## config.mk

```make
export PLATFORM = sky130hd
export DESIGN_NAME = i2s_clk_gen
export DESIGN_NICKNAME = d
export VERILOG_FILES = /design/src/rtl/i2s_clk_gen.sv
export SDC_FILE = /design/constraint.sdc
export NUM_CORES = 1
export LEC_CHECK = 0
export BUFFER_PORTS_ARGS = -buffer_cell sky130_fd_sc_hd__buf_4
export CAP_MARGIN = 20
export CORE_UTILIZATION = 60
export DETAILED_ROUTE_END_ITERATION = 16
export PLACE_DENSITY = 0.79
export SLEW_MARGIN = 5
export SYNTH_ARGS = -nofsm -noshare
export SYNTH_HDL_FRONTEND = slang
export SYNTH_SLANG_ARGS = --single-unit
```

## constraint.sdc

```tcl
create_clock -name clk -period 6 [get_ports clk]
set_input_delay 0.6 -clock clk [delete_from_list [all_inputs] [get_ports clk]]
set_output_delay 0.6 -clock clk [all_outputs]
set_load 0.01 [all_outputs]
```

## src/rtl/i2s_clk_gen.sv

```systemverilog
// I2S clock master: programmable mclk divider feeding a bclk/lrclk chain with
// frame-aligned start/stop, plus bit position and strobe outputs for serializers.
module i2s_clk_gen #(
   parameter int DIV_W         = 8,
   parameter int MCLK_PER_BCLK = 4
) (
   input  logic             clk,
   input  logic             rst,
   input  logic             en,
   input  logic [DIV_W-1:0] mclk_half,
   input  logic             frame_sel,
   input  logic             i2s_mode,
   output logic             mclk,
   output logic             bclk,
   output logic             lrclk,
   output logic             busy,
   output logic [5:0]       bit_idx,
   output logic             shift_en,
   output logic             frame_start
);

   localparam int T_W = (MCLK_PER_BCLK > 1) ? $clog2(MCLK_PER_BCLK) : 1;
   localparam logic [T_W-1:0] T_LAST = T_W'(MCLK_PER_BCLK - 1);

   typedef enum logic {IDLE, RUN} state_t;

   state_t           state_q, state_d;
   logic [DIV_W-1:0] h_q, h_d;
   logic [DIV_W-1:0] c_q, c_d;
   logic [T_W-1:0]   t_q, t_d;
   logic             n64_q, n64_d;
   logic             mode_q, mode_d;
   logic             mclk_q, mclk_d;
   logic             bclk_q, bclk_d;
   logic             lrclk_q, lrclk_d;
   logic             busy_q, busy_d;
   logic [5:0]       bit_idx_q, bit_idx_d;
   logic             shift_en_q, shift_en_d;
   logic             frame_start_q, frame_start_d;
   logic [5:0]       idx_last;
   logic [5:0]       idx_next;

   // Philips mode looks one bit ahead so lrclk flips a bit early.
   function automatic logic lr_of(input logic [5:0] idx, input logic n64, input logic phil);
      logic [5:0] last;
      logic [5:0] pos;
      last = n64 ? 6'd63 : 6'd31;
      pos  = phil ? ((idx == last) ? 6'd0 : idx + 6'd1) : idx;
      return n64 ? pos[5] : pos[4];
   endfunction

   always_comb begin
      state_d       = state_q;
      h_d           = h_q;
      c_d           = c_q;
      t_d           = t_q;
      n64_d         = n64_q;
      mode_d        = mode_q;
      mclk_d        = mclk_q;
      bclk_d        = bclk_q;
      lrclk_d       = lrclk_q;
      busy_d        = busy_q;
      bit_idx_d     = bit_idx_q;
      shift_en_d    = 1'b0;
      frame_start_d = 1'b0;
      idx_last      = n64_q ? 6'd63 : 6'd31;
      idx_next      = (bit_idx_q == idx_last) ? 6'd0 : bit_idx_q + 6'd1;

      case (state_q)
         IDLE: begin
            if (en) begin
               state_d       = RUN;
               h_d           = (mclk_half == '0) ? DIV_W'(1) : mclk_half;
               n64_d         = frame_sel;
               mode_d        = i2s_mode;
               c_d           = '0;
               t_d           = '0;
               mclk_d        = 1'b0;
               bclk_d        = 1'b0;
               lrclk_d       = 1'b0;
               bit_idx_d     = 6'd0;
               busy_d        = 1'b1;
               frame_start_d = 1'b1;
            end
         end
         RUN: begin
            if (c_q == h_q - DIV_W'(1)) begin
               c_d    = '0;
               mclk_d = ~mclk_q;
               if (t_q == T_LAST) begin
                  t_d    = '0;
                  bclk_d = ~bclk_q;
                  if (bclk_q) begin
                     // Falling bclk: the only place bits advance and stop is honoured.
                     if (idx_next == 6'd0 && !en) begin
                        state_d   = IDLE;
                        mclk_d    = 1'b0;
                        bclk_d    = 1'b0;
                        lrclk_d   = 1'b0;
                        bit_idx_d = 6'd0;
                        busy_d    = 1'b0;
                     end else begin
                        shift_en_d    = 1'b1;
                        bit_idx_d     = idx_next;
                        lrclk_d       = lr_of(idx_next, n64_q, mode_q);
                        frame_start_d = (idx_next == 6'd0);
                     end
                  end
               end else begin
                  t_d = t_q + T_W'(1);
               end
            end else begin
               c_d = c_q + DIV_W'(1);
            end
         end
         default: state_d = IDLE;
      endcase
   end

   always_ff @(posedge clk or posedge rst) begin
      if (rst) begin
         state_q       <= IDLE;
         h_q           <= '0;
         c_q           <= '0;
         t_q           <= '0;
         n64_q         <= 1'b0;
         mode_q        <= 1'b0;
         mclk_q        <= 1'b0;
         bclk_q        <= 1'b0;
         lrclk_q       <= 1'b0;
         busy_q        <= 1'b0;
         bit_idx_q     <= 6'd0;
         shift_en_q    <= 1'b0;
         frame_start_q <= 1'b0;
      end else begin
         state_q       <= state_d;
         h_q           <= h_d;
         c_q           <= c_d;
         t_q           <= t_d;
         n64_q         <= n64_d;
         mode_q        <= mode_d;
         mclk_q        <= mclk_d;
         bclk_q        <= bclk_d;
         lrclk_q       <= lrclk_d;
         busy_q        <= busy_d;
         bit_idx_q     <= bit_idx_d;
         shift_en_q    <= shift_en_d;
         frame_start_q <= frame_start_d;
      end
   end

   assign mclk        = mclk_q;
   assign bclk        = bclk_q;
   assign lrclk       = lrclk_q;
   assign busy        = busy_q;
   assign bit_idx     = bit_idx_q;
   assign shift_en    = shift_en_q;
   assign frame_start = frame_start_q;

endmodule
```

**Word level (Yosys, flattened, before mapping)**

Cells that the tools add are included.

- Output and inout port bits: 12
- Bits of input ports: 13
- Flip-flop bits (word level): 33
- Word-level logic and storage cells: 95

- Eq/ne operators: 9
- Reduce and logical (&&, ||, !) cells: 9
- Add/subtract/negate cells: 5
- Mux-type cells: 56
- Bitwise gates (word level): 3

Operators with widths:

| operator | count |
|---|---|
| $mux W6 | 9 |
| $mux W1 | 32 |
| $mux W8 | 3 |
| $pmux W8 S2 | 1 |
| $add A6 B1 Y6 const B | 2 |
| $eq A6 B6 Y1 | 2 |
| $pmux W1 S2 | 6 |
| $pmux W6 S2 | 1 |
| $add A8 B1 Y8 const B | 1 |
| $eq A8 B8 Y1 | 1 |
| $logic_not A8 Y1 | 1 |
| $ne A2 B1 Y1 const B | 4 |
| $sub A8 B1 Y8 const B | 1 |
| $logic_not A6 Y1 | 1 |
| $mux W2 | 3 |
| $reduce_and A5 Y1 | 1 |
| $pmux W2 S2 | 1 |
| $reduce_and A2 Y1 | 2 |
| $reduce_and A4 Y1 | 1 |
| $not A1 Y1 | 3 |
| $reduce_and A3 Y1 | 1 |
| $add A2 B1 Y2 const B | 1 |
| $eq A2 B2 Y1 const B | 1 |
| $ne A2 B2 Y1 const B | 1 |
| 2 further kinds | 2 |

**Logic depth before layout (Yosys ltp)**

- Depth in word-level cells: 12
- Mapped depth: 11

**Worst setup path after synthesis**

OpenSTA, ideal clock, no wires.

- Path kind: reg-to-reg
- From: register h_q[0]
- To: register bit_idx_q[3] (netlist: bit_idx[3])
- Setup slack: 3,675 ps
- Period minus slack after synthesis: 2,325 ps
- Data arrival time: 2,260 ps
- Cell stages (with the launch flop): 11
- Buffers on the path: 2
- Setup time: 65 ps
- Path through: dfrtp_1 -> inv_1 -> ha_1 -> buf_2 -> nand4bb_1 -> a211oi_1 -> o31ai_1 -> or4_1 -> buf_2 -> a2111o_1 -> nand2_1

- Cells in the longest elaborated chain, start to end: 4

Ends and longest elaborated chain:

| item | line | source |
|---|---|---|
| start: declaration | 28 | `logic [DIV_W-1:0] h_q, h_d;` |
| start signal: assignment | 123 | `h_q <= '0;` |
| start signal: assignment | 137 | `h_q <= h_d;` |
| $sub A8 B1 Y8 | 87 | `if (c_q == h_q - DIV_W'(1)) begin` |
| $eq A8 B8 Y1 | 87 |  |
| $ne A2 B1 Y1 (no source line) | n/a |  |
| $reduce_and A4 Y1 (no source line) | n/a |  |
| end signal: assignment | 146 | `bit_idx_q <= bit_idx_d;` |
| end: declaration | 37 | `logic [5:0] bit_idx_q, bit_idx_d;` |

Every way passes these cells.
A chain may end at the register's enable or synchronous reset.

**Final worst setup path**

- From: register h_q[0]
- To: register c_q[6]

- Cells in the longest elaborated chain, start to end: 4

Ends and longest elaborated chain:

| item | line | source |
|---|---|---|
| $sub A8 B1 Y8 | 87 |  |
| $eq A8 B8 Y1 | 87 |  |
| $mux W8 | 87 |  |
| $pmux W8 S2 | 69 | `case (state_q)` |
| end signal: assignment | 124 | `c_q <= '0;` |
| end signal: assignment | 138 | `c_q <= c_d;` |
| end: declaration | 29 | `logic [DIV_W-1:0] c_q, c_d;` |

Every way passes these cells.

==> impl_table.tex <==
\begin{tabular}{lr}
\hline
Metric & Value \\
\hline
\multicolumn{2}{l}{\textbf{Synth}} \\
\quad Average footprint of a synthesized cell & 8.65 µm² \\
\quad Biggest area contributors in the synthesized netlist & sky130\_fd\_sc\_hd\_\_dfrtp\_1, sky130\_fd\_sc\_hd\_\_nand2\_1, sky130\_fd\_sc\_hd\_\_o21ai\_0, sky130\_fd\_sc\_hd\_\_xnor2\_1, sky130\_fd\_sc\_hd\_\_ha\_1 \\
\quad Cell area after synthesis & 2140 µm² \\
\quad Proportion of synthesized chip area in sequential cells & 38.6\% \\
\quad Synth async-reset ratio & 100\% \\
\quad Number of distinct library cells after synthesis & 52 \\
\quad Number of cells produced by synthesis & 247 \\
\quad Leading area contributor after synthesis & sky130\_fd\_sc\_hd\_\_dfrtp\_1 \\
\quad Syn. warnings & 0 \\
\quad Fraction of post-synthesis cell area in the top cell type by area & 38.6\% \\
\quad FF+latch count, synth & 33 \\
\quad Count of flip-flops with a built-in enable after synthesis & 0 \\
\quad Post-synthesis net count & 266 \\
\quad Most common flop cell mapped by yosys & sky130\_fd\_sc\_hd\_\_dfrtp\_1 \\
\multicolumn{2}{l}{\textbf{Global routing}} \\
\quad Met1 Usage GRT & 31.4\% \\
\quad Global-route wire length before repair & 7220 µm \\
\quad Met2 Resource Use GR & 45.5\% \\
\quad GR Layer Usage met3 & 6.30\% \\
\quad Remaining Overflow, GRT & 0 \\
\quad Most used routing layer & met2 \\
\quad Overall routing resource usage & 26.1\% \\
\quad Via count of the first global-routing pass & 1,645 \\
\quad Largest net degree at the start of global routing & 34 \\
\quad Number of antenna violations at the first check in global routing & 0 \\
\multicolumn{2}{l}{\textbf{Die}} \\
\quad Ports placed on the boundary & 25 \\
\quad Floorplan row count & 21 \\
\quad Die area & 3800 µm² \\
\quad Die X-Extent & 61.7 µm \\
\quad Core Box Area & 3360 µm² \\
\quad Effective utilization at floorplan & 63.5\% \\
\quad Overall die height & 61.7 µm \\
\multicolumn{2}{l}{\textbf{Worst hold path}} \\
\quad Worst min-delay path category & input pin to async pin \\
\multicolumn{2}{l}{\textbf{STA}} \\
\quad Slew HR & 32.6\% \\
\quad Tcrit/Tclk final & 47.9\% \\
\quad Pins over their slew limit & 0 \\
\quad Highest attainable clock frequency & 348 MHz \\
\quad Fin. Hold Viols & 0 \\
\quad Final setup violation count & 0 \\
\quad Final worst-path setup slack & 3.13 ns \\
\quad RSZ-0062 raised after global routing & no \\
\quad Final TNS setup & 0 ns \\
\quad Slew @ Worst Pin & 1.00 ns \\
\quad Minimum clock period & 2.87 ns \\
\quad Skew final & 0.0128 ns \\
\multicolumn{2}{l}{\textbf{Worst setup path}} \\
\quad Kind of start point of the critical path & flip-flop \\
\quad Data required time of the critical path & 6.24 ns \\
\quad Crit Path Category & flip-flop to flip-flop \\
\quad Arrival time worst endpoint & 3.12 ns \\
\quad Sort of element at the end of the critical path & flip-flop \\
\quad Crit Path Max Fanout & 14 \\
\multicolumn{2}{l}{\textbf{Clocking}} \\
\quad CTS tree & yes \\
\quad Number of sinks driven by the clock tree & 33 \\
\quad Setup bufs post-CTS & 0 \\
\quad Reg clk slew, reported paths & 0.11 ns \\
\quad CTS H-tree depth & 2 \\
\quad TritonCTS buffer count & 5 \\
\quad Clock root buffer master & sky130\_fd\_sc\_hd\_\_clkbuf\_4 \\
\quad Count of cells resized by post-cts repair & 0 \\
\quad Source-to-sink clock delay at the later pin of the worst-skew pair & 0.35 ns \\
\quad Maximum clock insertion buffer count & 2 \\
\quad Number of buffers added to fix hold violations after cts & 0 \\
\multicolumn{2}{l}{\textbf{Layout}} \\
\quad Antenna cell count & 0 \\
\quad Net count, final & 282 \\
\quad Growth of design area from synthesis to finish & 13.1\% \\
\quad Fraction of layout cells with a size suffix above 1 & 14.4\% \\
\quad Fillcell total & 280 \\
\multicolumn{2}{l}{\textbf{Run status}} \\
\quad Status & finished, final reports clean \\
\multicolumn{2}{l}{\textbf{Placed design}} \\
\quad Port bufs & 24 \\
\quad Hpwl dp & 3180 µm \\
\quad Setup WS pre-CTS & 3.14 ns \\
\quad Routability-driven placement congestion ratio & 0.847 \\
\multicolumn{2}{l}{\textbf{Route}} \\
\quad Vias per std cell & 5.87 \\
\quad Residual DRC & 0 \\
\quad Total iterations of the first detailed-routing run & 4 \\
\quad WL final & 4410 µm \\
\quad Drt initial violations & 128 \\
\quad Routed wire per std cell & 14.2 µm \\
\quad Number of routed nets with antenna violations & 0 \\
\quad Vias after detailed routing & 1,819 \\
\multicolumn{2}{l}{\textbf{Power and ir drop}} \\
\quad Peak supply drop & 0.216 mV \\
\quad Power per cell area & 355 nW/µm² \\
\quad Total power after layout & 0.859 mW \\
\quad Leak & 1.11 nW \\
\multicolumn{2}{l}{\textbf{Run}} \\
\quad Max-cap violations & 0 \\
\hline
\end{tabular}
-- cell type report --
class / instances / area [µm²] / area share [%]
multi-input combinational: 188 / 1210 / 49.9
clock buffer: 5 / 37.5 / 1.55
inverter: 10 / 37.5 / 1.55
clock inverter: 3 / 65.1 / 2.69
timing repair buffer: 25 / 188 / 7.76
tap: 46 / 57.6 / 2.38
sequential: 33 / 826 / 34.2
-- worst paths after layout --
kind                         startpoint    endpoint  slack (ns)  depth (start not counted)
max in group asynchronous           rst  bit_idx[2]        5.36                          3
max reg2reg                      h_q[0]      c_q[6]        3.13                          8
max                              h_q[0]      c_q[6]        3.13                          8
min in group clk           mclk_half[2]      h_q[2]        0.45                          3
min reg2reg                      t_q[0]      t_q[0]        0.50                          1
min                                 rst  bit_idx[0]        0.34                          3
-- sequential cells by signal (all words and copies together) (netlist names) --
register / flops
lrclk: 1
bit_idx: 6
h_q: 8
state_q: 1
busy: 1
frame_start: 1
mode_q: 1
shift_en: 1
c_q: 8
t_q: 2
mclk: 1
n64_q: 1
bclk: 1
-- power by group --
| group | leakage, nW | switching [mW] | internal [mW] |
|---|---|---|---|
| Combinational | 0.642 | 0.137 | 0.145 |
| Clock | 0.0552 | 0.0808 | 0.129 |
| Sequential | 0.414 | 0.0893 | 0.278 |
-- Yosys cell counts, drive strengths merged, types with 2 or more instances --
library cell	number
nor2b	2
dfrtp	33
o21ai	18
inv	10
o22ai	2
xnor2	10
a31oi	3
nor3b	6
and3	7
and2	4
a21boi	4
xor2	5
nand3b	4
or3	2
nand2	40
nand2b	5
nor2	11
nor4	4
a21o	5
clkbuf	10
a311oi	3
o31ai	2
nand3	12
nand4	2
buf	6
a211oi	2
or4	3
or2	2
ha	6
nor3	5
-- cells in the final DEF, fill, tap and decap left out, types with 2 or more instances in the layout --
cell and instances:
sky130_fd_sc_hd__o21ai_0 18, sky130_fd_sc_hd__bufinv_16 2, sky130_fd_sc_hd__a21boi_0 4, sky130_fd_sc_hd__dfrtp_1 33, sky130_fd_sc_hd__clkbuf_4 5, sky130_fd_sc_hd__xnor2_1 10
sky130_fd_sc_hd__a311oi_1 3, sky130_fd_sc_hd__nand2b_1 5, sky130_fd_sc_hd__a21o_1 5, sky130_fd_sc_hd__xor2_1 5, sky130_fd_sc_hd__and3_1 7, sky130_fd_sc_hd__or3_1 2
sky130_fd_sc_hd__nand3b_1 4, sky130_fd_sc_hd__nand3_1 12, sky130_fd_sc_hd__a31oi_1 3, sky130_fd_sc_hd__nor4_1 2, sky130_fd_sc_hd__nor2b_1 2, sky130_fd_sc_hd__nand2_1 40
sky130_fd_sc_hd__and2_1 4, sky130_fd_sc_hd__nor2_1 11, sky130_fd_sc_hd__inv_1 10, sky130_fd_sc_hd__o31ai_1 2, sky130_fd_sc_hd__nor3b_1 6, sky130_fd_sc_hd__nand4_1 2
sky130_fd_sc_hd__or4_1 3, sky130_fd_sc_hd__ha_1 6, sky130_fd_sc_hd__o22ai_1 2, sky130_fd_sc_hd__a211oi_1 2, sky130_fd_sc_hd__nor3_1 5, sky130_fd_sc_hd__buf_4 25
-- critical path, cell delays in order, from the launching register on --
cell	delay, ns
sky130_fd_sc_hd__dfrtp_1	0.43
sky130_fd_sc_hd__inv_1	0.09
sky130_fd_sc_hd__ha_1	0.33
sky130_fd_sc_hd__nand4bb_1	0.14
sky130_fd_sc_hd__a211oi_1	0.26
sky130_fd_sc_hd__o31ai_1	0.18
sky130_fd_sc_hd__o41ai_2	0.89
sky130_fd_sc_hd__o21ai_0	0.21
sky130_fd_sc_hd__a21o_1	0.22
-- cell families after synthesis --
family / share of synthesized area, %
flip-flops: 38.6
AO/OA/AOI/OAI: 17.8
multiplexers: 0.468
AND/OR/NAND/NOR: 28.5
XOR/XNOR: 6.15
adder cells (fa/ha/maj): 3.51
buffers and inverters: 4.92
-- through the flow --
step                cells  hold slack [ns]  cell area [µm²]  util (%)
global route          310            0.375             2420      71.9
floorplan             247            0.457             2140         -
finish                310            0.337             2420      71.9
CTS                   310            0.343             2420      71.9
detailed placement    302            0.487             2310      68.8
global placement      302            0.483             2310      68.8
-- routing by layer --
| metal | wire (µm) | vias up | share of wire [%] |
|---|---|---|---|
| met5 | 0 | - | 0 |
| met3 | 153 | 8 | 3.5 |
| met4 | 76 | 0 | 1.7 |
| li1 | - | 922 | - |
| met1 | 2010 | 848 | 46 |
| met2 | 2170 | 41 | 49 |
Power figures use the tool's default switching activity.
